--- config.mk ---
export PLATFORM = sky130hd
export DESIGN_NAME = jtag_tap_mudr
export DESIGN_NICKNAME = d
export VERILOG_FILES = /design/src/rtl/jtag_tap_pkg.sv /design/src/rtl/jtag_tap_fsm.sv /design/src/rtl/jtag_tap_mudr.sv
export SDC_FILE = /design/constraint.sdc
export NUM_CORES = 1
export LEC_CHECK = 0
export ABC_AREA = 1
export BUFFER_PORTS_ARGS = -buffer_cell sky130_fd_sc_hd__buf_2
export CORE_MARGIN = 4
export CORE_UTILIZATION = 35
export DETAILED_ROUTE_END_ITERATION = 6
export PLACE_DENSITY = 0.62
export SYNTH_ARGS = -nofsm -noshare
export SYNTH_HDL_FRONTEND = slang
export SYNTH_SLANG_ARGS = --single-unit
--- constraint.sdc ---
create_clock -name tck -period 4.04 [get_ports tck]
set_input_delay 0.808 -clock tck [delete_from_list [all_inputs] [get_ports tck]]
set_output_delay 0.808 -clock tck [all_outputs]
set_load 0.01 [all_outputs]
--- src/rtl/jtag_tap_pkg.sv ---
// Shared TAP definitions: state encoding (value = one-hot bit index), the
// next-state function, the IR capture pattern and the all-ones BYPASS opcode.
package jtag_tap_pkg;

  localparam int IDX_TLR      = 0;
  localparam int IDX_RTI      = 1;
  localparam int IDX_SEL_DR   = 2;
  localparam int IDX_CAP_DR   = 3;
  localparam int IDX_SHIFT_DR = 4;
  localparam int IDX_EXIT1_DR = 5;
  localparam int IDX_PAUSE_DR = 6;
  localparam int IDX_EXIT2_DR = 7;
  localparam int IDX_UPD_DR   = 8;
  localparam int IDX_SEL_IR   = 9;
  localparam int IDX_CAP_IR   = 10;
  localparam int IDX_SHIFT_IR = 11;
  localparam int IDX_EXIT1_IR = 12;
  localparam int IDX_PAUSE_IR = 13;
  localparam int IDX_EXIT2_IR = 14;
  localparam int IDX_UPD_IR   = 15;

  typedef enum logic [3:0] {
    TAP_TLR      = 4'(IDX_TLR),
    TAP_RTI      = 4'(IDX_RTI),
    TAP_SEL_DR   = 4'(IDX_SEL_DR),
    TAP_CAP_DR   = 4'(IDX_CAP_DR),
    TAP_SHIFT_DR = 4'(IDX_SHIFT_DR),
    TAP_EXIT1_DR = 4'(IDX_EXIT1_DR),
    TAP_PAUSE_DR = 4'(IDX_PAUSE_DR),
    TAP_EXIT2_DR = 4'(IDX_EXIT2_DR),
    TAP_UPD_DR   = 4'(IDX_UPD_DR),
    TAP_SEL_IR   = 4'(IDX_SEL_IR),
    TAP_CAP_IR   = 4'(IDX_CAP_IR),
    TAP_SHIFT_IR = 4'(IDX_SHIFT_IR),
    TAP_EXIT1_IR = 4'(IDX_EXIT1_IR),
    TAP_PAUSE_IR = 4'(IDX_PAUSE_IR),
    TAP_EXIT2_IR = 4'(IDX_EXIT2_IR),
    TAP_UPD_IR   = 4'(IDX_UPD_IR)
  } tap_state_e;

  localparam logic [1:0] IR_CAPTURE = 2'b01;

  function automatic logic [7:0] BYPASS_OPCODE_ALL1(input int ir_width);
    return 8'((1 << ir_width) - 1);
  endfunction

  function automatic tap_state_e tap_next(input tap_state_e s, input logic tms);
    tap_state_e n;
    n = TAP_TLR;
    case (s)
      TAP_TLR:      n = tms ? TAP_TLR      : TAP_RTI;
      TAP_RTI:      n = tms ? TAP_SEL_DR   : TAP_RTI;
      TAP_SEL_DR:   n = tms ? TAP_SEL_IR   : TAP_CAP_DR;
      TAP_CAP_DR:   n = tms ? TAP_EXIT1_DR : TAP_SHIFT_DR;
      TAP_SHIFT_DR: n = tms ? TAP_EXIT1_DR : TAP_SHIFT_DR;
      TAP_EXIT1_DR: n = tms ? TAP_UPD_DR   : TAP_PAUSE_DR;
      TAP_PAUSE_DR: n = tms ? TAP_EXIT2_DR : TAP_PAUSE_DR;
      TAP_EXIT2_DR: n = tms ? TAP_UPD_DR   : TAP_SHIFT_DR;
      TAP_UPD_DR:   n = tms ? TAP_SEL_DR   : TAP_RTI;
      TAP_SEL_IR:   n = tms ? TAP_TLR      : TAP_CAP_IR;
      TAP_CAP_IR:   n = tms ? TAP_EXIT1_IR : TAP_SHIFT_IR;
      TAP_SHIFT_IR: n = tms ? TAP_EXIT1_IR : TAP_SHIFT_IR;
      TAP_EXIT1_IR: n = tms ? TAP_UPD_IR   : TAP_PAUSE_IR;
      TAP_PAUSE_IR: n = tms ? TAP_EXIT2_IR : TAP_PAUSE_IR;
      TAP_EXIT2_IR: n = tms ? TAP_UPD_IR   : TAP_SHIFT_IR;
      TAP_UPD_IR:   n = tms ? TAP_SEL_DR   : TAP_RTI;
      default:      n = TAP_TLR;
    endcase
    return n;
  endfunction

endpackage

--- src/rtl/jtag_tap_fsm.sv ---
// IEEE 1149.1 TAP state machine: tms-driven transitions with a registered
// one-hot view; the encoded state and its successor are exported as well.
module jtag_tap_fsm
  import jtag_tap_pkg::*;
(
  input  logic        tck,
  input  logic        trst_n,
  input  logic        tms,
  output tap_state_e  state,
  output tap_state_e  state_next,
  output logic [15:0] state_onehot
);

  assign state_next = tap_next(state, tms);

  always_ff @(posedge tck or negedge trst_n) begin
    if (!trst_n) begin
      state        <= TAP_TLR;
      state_onehot <= 16'h0001;
    end else begin
      state        <= state_next;
      state_onehot <= 16'(1) << state_next;
    end
  end

endmodule

--- src/rtl/jtag_tap_mudr.sv ---
// JTAG TAP with BYPASS, IDCODE and NUM_UDR user data registers.
// Define JTAG_TAP_UPD_PULSE_EN to get a registered per-UDR update strobe.
module jtag_tap_mudr
  import jtag_tap_pkg::*;
#(
  parameter int          IR_WIDTH         = 4,
  parameter int          NUM_UDR          = 2,
  parameter int          UDR_WIDTH        = 16,
  parameter int          IDCODE_OPCODE    = 1,
  parameter int          USER_OPCODE_BASE = 2,
  parameter logic [3:0]  VERSION          = 4'h0,
  parameter logic [15:0] PART             = 16'h0000,
  parameter logic [10:0] MANUF            = 11'h000
) (
  input  logic                           tck,
  input  logic                           trst_n,
  input  logic                           tms,
  input  logic                           tdi,
  output logic                           tdo,
  output logic                           tdo_en,
  output logic [15:0]                    tap_state,
  output logic [IR_WIDTH-1:0]            instructions,
  input  logic [NUM_UDR*UDR_WIDTH-1:0]   udr_capture,
  output logic [NUM_UDR*UDR_WIDTH-1:0]   udr_q,
  output logic [NUM_UDR-1:0]             udr_upd_pulse
);

  localparam logic [IR_WIDTH-1:0] IR_ALL1      = IR_WIDTH'(BYPASS_OPCODE_ALL1(IR_WIDTH));
  localparam logic [IR_WIDTH-1:0] IR_CAP_VALUE = IR_WIDTH'(IR_CAPTURE);
  localparam logic [IR_WIDTH-1:0] IR_IDCODE    = IR_WIDTH'(IDCODE_OPCODE);
  localparam logic [31:0]         IDCODE_VALUE = {VERSION, PART, MANUF, 1'b1};

  tap_state_e state;
  tap_state_e state_next;

  logic [IR_WIDTH-1:0]  ir_sr;
  logic [31:0]          idcode_sr;
  logic                 bypass_sr;
  logic [UDR_WIDTH-1:0] udr_sr [NUM_UDR];

  logic                 sel_idcode;
  logic                 sel_bypass;
  logic [NUM_UDR-1:0]   udr_sel;
  logic                 dr_lsb;

  jtag_tap_fsm u_fsm (
    .tck          (tck),
    .trst_n       (trst_n),
    .tms          (tms),
    .state        (state),
    .state_next   (state_next),
    .state_onehot (tap_state)
  );

  // IDCODE wins over everything; all-ones is reserved for BYPASS even if a
  // user opcode lands there. User opcodes are distinct, so at most one matches.
  always_comb begin
    sel_idcode = (instructions == IR_IDCODE);
    udr_sel    = '0;
    if (!sel_idcode && (instructions != IR_ALL1)) begin
      for (int i = 0; i < NUM_UDR; i++) begin
        udr_sel[i] = (int'(instructions) == USER_OPCODE_BASE + i);
      end
    end
    sel_bypass = !sel_idcode && (udr_sel == '0);
  end

  always_comb begin
    dr_lsb = bypass_sr;
    if (sel_idcode) dr_lsb = idcode_sr[0];
    for (int i = 0; i < NUM_UDR; i++) begin
      if (udr_sel[i]) dr_lsb = udr_sr[i][0];
    end
  end

  always_ff @(posedge tck or negedge trst_n) begin
    if (!trst_n) begin
      ir_sr        <= '0;
      instructions <= IR_IDCODE;
      idcode_sr    <= '0;
      bypass_sr    <= 1'b0;
      udr_sr       <= '{default: '0};
      udr_q        <= '0;
    end else begin
      case (state)
        TAP_CAP_IR:   ir_sr <= IR_CAP_VALUE;
        TAP_SHIFT_IR: ir_sr <= {tdi, ir_sr[IR_WIDTH-1:1]};
        TAP_UPD_IR:   instructions <= ir_sr;
        TAP_CAP_DR: begin
          if (sel_idcode) idcode_sr <= IDCODE_VALUE;
          if (sel_bypass) bypass_sr <= 1'b0;
          for (int i = 0; i < NUM_UDR; i++) begin
            if (udr_sel[i]) udr_sr[i] <= udr_capture[i*UDR_WIDTH +: UDR_WIDTH];
          end
        end
        TAP_SHIFT_DR: begin
          if (sel_idcode) idcode_sr <= {tdi, idcode_sr[31:1]};
          if (sel_bypass) bypass_sr <= tdi;
          // Shift form that stays legal for UDR_WIDTH == 1.
          for (int i = 0; i < NUM_UDR; i++) begin
            if (udr_sel[i])
              udr_sr[i] <= (udr_sr[i] >> 1) | (UDR_WIDTH'(tdi) << (UDR_WIDTH-1));
          end
        end
        TAP_UPD_DR: begin
          for (int i = 0; i < NUM_UDR; i++) begin
            if (udr_sel[i]) udr_q[i*UDR_WIDTH +: UDR_WIDTH] <= udr_sr[i];
          end
        end
        default: ;
      endcase
      // Applied on entry so the values already hold for the first TLR cycle.
      if (state_next == TAP_TLR) begin
        instructions <= IR_IDCODE;
        udr_q        <= '0;
      end
    end
  end

  always_ff @(negedge tck or negedge trst_n) begin
    if (!trst_n) begin
      tdo    <= 1'b0;
      tdo_en <= 1'b0;
    end else begin
      tdo_en <= (state == TAP_SHIFT_DR) || (state == TAP_SHIFT_IR);
      if (state == TAP_SHIFT_IR)      tdo <= ir_sr[0];
      else if (state == TAP_SHIFT_DR) tdo <= dr_lsb;
      else                            tdo <= 1'b0;
    end
  end

`ifdef JTAG_TAP_UPD_PULSE_EN
  // Instructions cannot change on the DR path, so udr_sel is valid on entry.
  always_ff @(posedge tck or negedge trst_n) begin
    if (!trst_n) udr_upd_pulse <= '0;
    else         udr_upd_pulse <= (state_next == TAP_UPD_DR) ? udr_sel : '0;
  end
`else
  assign udr_upd_pulse = '0;
`endif

endmodule

Word level (Yosys, flattened, before mapping)
Cells that the tools add are included.
{"block": "totals", "ff_bits": 127, "elab_cells": 101}
{"block": "classes", "muxes": 37, "eq_ne": 27, "shifts": 1, "reduce_logical": 22, "n_bitwise": 2}
{"cell": "32-bit two-way mux", "n": 4}
{"cell": "32-bit one-hot mux with 2 select lines", "n": 2}
{"cell": "16-bit two-way mux", "n": 6}
{"cell": "4-bit one-hot mux with 12 select lines", "n": 1}
{"cell": "4-bit equality test, second input constant", "n": 8}
{"cell": "15-bit by 16-bit OR with 16-bit output", "n": 2}
{"cell": "4-bit by 3-bit equality test with 1-bit output, second input constant", "n": 6}
{"cell": "4-bit two-way mux", "n": 6}
{"cell": "2-bit inequality test, second input constant", "n": 8}
{"cell": "1-bit by 4-bit << shifter with 16-bit output, first input constant", "n": 1}
{"cell": "3-bit AND reduction", "n": 4}
{"cell": "2-bit nonzero test", "n": 6}
{"cell": "1-bit two-way mux", "n": 10}
{"cell": "4-bit by 1-bit equality test with 1-bit output, second input constant", "n": 2}
{"cell": "4-bit by 2-bit equality test with 1-bit output, second input constant", "n": 2}
{"cell": "4-bit logical NOT", "n": 2}
{"cell": "2-bit two-way mux", "n": 4}
{"cell": "4-bit one-hot mux with 2 select lines", "n": 1}
{"cell": "3-bit two-way mux", "n": 2}
{"cell": "4-bit inequality test, second input constant", "n": 1}
{"cell": "2-bit AND reduction", "n": 2}
{"cell": "2-bit OR reduction", "n": 2}
{"cell": "3-bit OR reduction", "n": 1}
{"cell": "1-bit logical AND", "n": 2}
{"cell": "other kinds (4)", "n": 4}

Longest topological paths before layout
{"block": "depth", "word_depth": 8, "mapped_depth": 12, "depth_no_buf": 10}

Modules after synthesis
Synthesis repeated with hierarchy kept, for this count alone.
{"block": "hier_totals", "cells_unflattened": 680, "hier_area_um2": 5786.8}
{"module": "jtag_tap_mudr", "instances": 1, "area_each_um2": 4764.6, "seq_area_each_um2": 2678.8, "cells_each": 567}
{"module": "jtag_tap_fsm", "instances": 1, "area_each_um2": 1022.2, "seq_area_each_um2": 501.7, "cells_each": 113}

==> flow_summary_export.csv <==
group,metric,value,unit
run_status,status,"finished, final reports clean",
synth,netlist_instances,639,
sta,maxSlewViolCount,0,
final_layout,drive_above_1_share,0.228,
floorplanning,die_w,135,um
synth,yosys-top-cells-area,"dfrtp_1 55%, nand2_1 9.5%, inv_1 7.6%",
sta,holdWs,272,ps
setup_path,worst-path-stages,1,
final_layout,final-seq-area,3180,um2
synth,yosysMostFrequentCell,"nand2_1",
setup_path,cpLargestDelayFamily,"flip-flops",
global_route,grt_max_degree,61,
power_and_ir_drop,total_power,3.99,mW
placed_design,place_hpwl,8.13,mm
setup_path,cp.required,3230,ps
placed_design,io_buffers,89,
synth,avgSynthCellArea,8.79,um2
global_route,grt.total_usage,0.147,
setup_path,cp-end-kind,"output pin",
clocking,cts_buffers,17,
setup_path,path_class,"reg -> out",
detailed_routing,via_count,4346,
detailed_routing,drt_iter0_markers,346,
global_route,grt_overflow,0,
synth,netlist_area,5620,um2
setup_path,setup.worst_path.end,"tdo",
detailed_routing,routed_wl,12.4,mm
clocking,cts_tree,"yes",
clocking,cts_hold_buf,0,
setup_path,r2r_start,"instructions[3]$_DFFE_PN0P_",
placed_design,placed_cells,917,
synth,synth_area_leader_cell,"dfrtp_1",
setup_path,cp_cell_sequence,"buf_2",
power_and_ir_drop,p_leak,3.67,nW
synth,synthArstFlopShare,1.00,
detailed_routing,viasPerCell,4.57,
clocking,post_cts_buffers,0,
setup_path,r2r_slack,660,ps
floorplanning,start_util,0.355,
clocking,ctsResizeCount,0,
floorplanning,fp.dieArea,18100,um2
synth,yosysTopAreaCellShare,0.548,
setup_path,cp_slowest_cell,"dfrtn_1",
clocking,cts_root_buf,"clkbuf_16",
power_and_ir_drop,p_per_area,586,nW/um2
sta,rsz0062_at_grt,"false",
synth,ys_ff_latch,127,
final_layout,fin_nets,756,
sta,report.final.setup_viol,0,
setup_path,r2r_end,"tdo$_DFF_NN0_",
clocking,path_clk_slew,50,ps
clocking,cts_buffer_depth,2,
job,max_cap_viol_count,0,
floorplanning,core,15800,um2
floorplanning,dieHeight,135,um
setup_path,cp_data_arrival_time,2990,ps
detailed_routing,wire_per_inst,13.1,um
floorplanning,rows,46,
sta,fin_worst_skew,23.4,ps
floorplanning,ioPinCount,92,
sta,layout_setup_ws,242,ps
synth,synth_edf_count,0,
setup_path,crit_buf_inv,1,
synth,yosys_most_used_dff,"dfrtp_1",
synth,ys.warnings.count,0,
placed_design,pre_cts_slack,656,ps
sta,slew_headroom,0.259,
synth,synth_cell_type_count,33,
sta,finalHoldViolCount,0,
detailed_routing,ant_nets,0,
clocking,cts_htree_levels,4,
setup_path,critPathMaxStageDelay,430,ps
sta,fin_setup_tns,0,ps
final_layout,multi_input_area,1790,um2
sta,worst_pin_slew,1110,ps
setup_path,critPathLaunchType,"flop",
final_layout,fill_cells,1609,
global_route,grt_pass1_vias,4343,
power_and_ir_drop,ir_worst_vdd,0.000408,V
min_path,hold_class,"in -> async",
global_route,antenna_found_initial,1,
setup_path,critPathMaxFanout,1,
detailed_routing,drc,0,
setup_path,startpoint,"tdo$_DFF_NN0_",
synth,ys_seq_area_frac,0.566,
final_layout,syn2layout_area_growth,21.1,%
setup_path,reg2reg_depth,6,
final_layout,final-instance-count-excl-fill,950,
global_route,grt_pass1_wl,21.3,mm
detailed_routing,firstDrtPassIters,6,
clocking,cts.sinks,127,
synth,ys_top_cells_by_count,"142 x nand2_1, 123 x dfrtp_1, 114 x inv_1, 61 x o21ai_0, 32 x o22ai_1",
clocking,insertion_delay,410,ps
placed_design,gp_congestion,0.832,
-- stage by stage --
step	area, um2	util
2_1_floorplan	5620	-
3_3_place_gp	6190	0.391
3_5_place_dp	6190	0.391
4_1_cts	6800	0.430
5_1_grt	6810	0.430
6_report	6810	0.430
-- worst min path at each step --
stage / to / slack, ps / depth (start not counted)
after global routing: udr_q[11]$_DFFE_PN0P_ / 280 / 1
after floorplan: idcode_sr[31]$_DFFE_PN0P_ / 450 / 2
final: u_fsm.state_onehot[10]$_DFF_PN0_ / 270 / 1
after detailed placement: idcode_sr[31]$_DFFE_PN0P_ / 470 / 2
after CTS: udr_q[10]$_DFFE_PN0P_ / 270 / 1
after global placement: idcode_sr[31]$_DFFE_PN0P_ / 470 / 2
-- placed cells by master, fill, tap and decap left out, types with 3 or more instances in the layout --
master and instances:
o211ai_1 29, nand3_1 12, nor2_1 27, o21ai_0 61, nand2_2 9, o21ai_1 8
inv_1 114, a31oi_1 4, clkbuf_16 17, nor2_2 10, clkbuf_8 6, nand2_1 142
inv_2 11, o22ai_1 32, clkinvlp_4 3, a21oi_1 3, buf_4 4, nor2_4 3
dfrtp_1 123, nand3_2 3, buf_2 88
-- layout make-up --
class / instances / share of cell area
antenna: 1 / 0.000368
clock buffer: 24 / 0.0752
clock inverter: 8 / 0.0149
inverter: 125 / 0.0689
multi-input combinational: 356 / 0.263
sequential: 127 / 0.467
tap: 216 / 0.0397
timing repair buffer: 93 / 0.0708
-- where the power goes --
| part | switching, mW | internal [mW] | total (mW) |
|---|---|---|---|
| logic | 0.720 | 0.248 | 0.967 |
| clock network | 0.548 | 1.01 | 1.55 |
| registers | 0.0700 | 1.40 | 1.47 |
| total | 1.34 | 2.65 | 3.99 |
-- kinds of logic (layout without fill, tap and decap cells) --
logic type	Yosys count	count (layout)	synth area share
DFF	127	127	0.566
other	1	3	0.000667
AOI/OAI and AO/OA	141	141	0.149
buffers and inverters	157	250	0.116
and+or+nand+nor	213	213	0.168
-- flip-flops by register name, indices dropped and copies added, names as in the netlist --
register            flops
instructions            4
idcode_sr              32
udr_sr                 32
bypass_sr               1
ir_sr                   4
u_fsm.state_onehot     16
u_fsm.state             4
tdo                     1
tdo_en                  1
udr_q                  32
-- routing by layer --
layer | share of wire | global-route usage
met1 | 0.46 | 0.198
met2 | 0.45 | 0.218
met3 | 0.063 | 0.0469
met4 | 0.023 | 0.0662
met5 | 0 | 0
No activity file was read; power rests on OpenSTA's default activity.
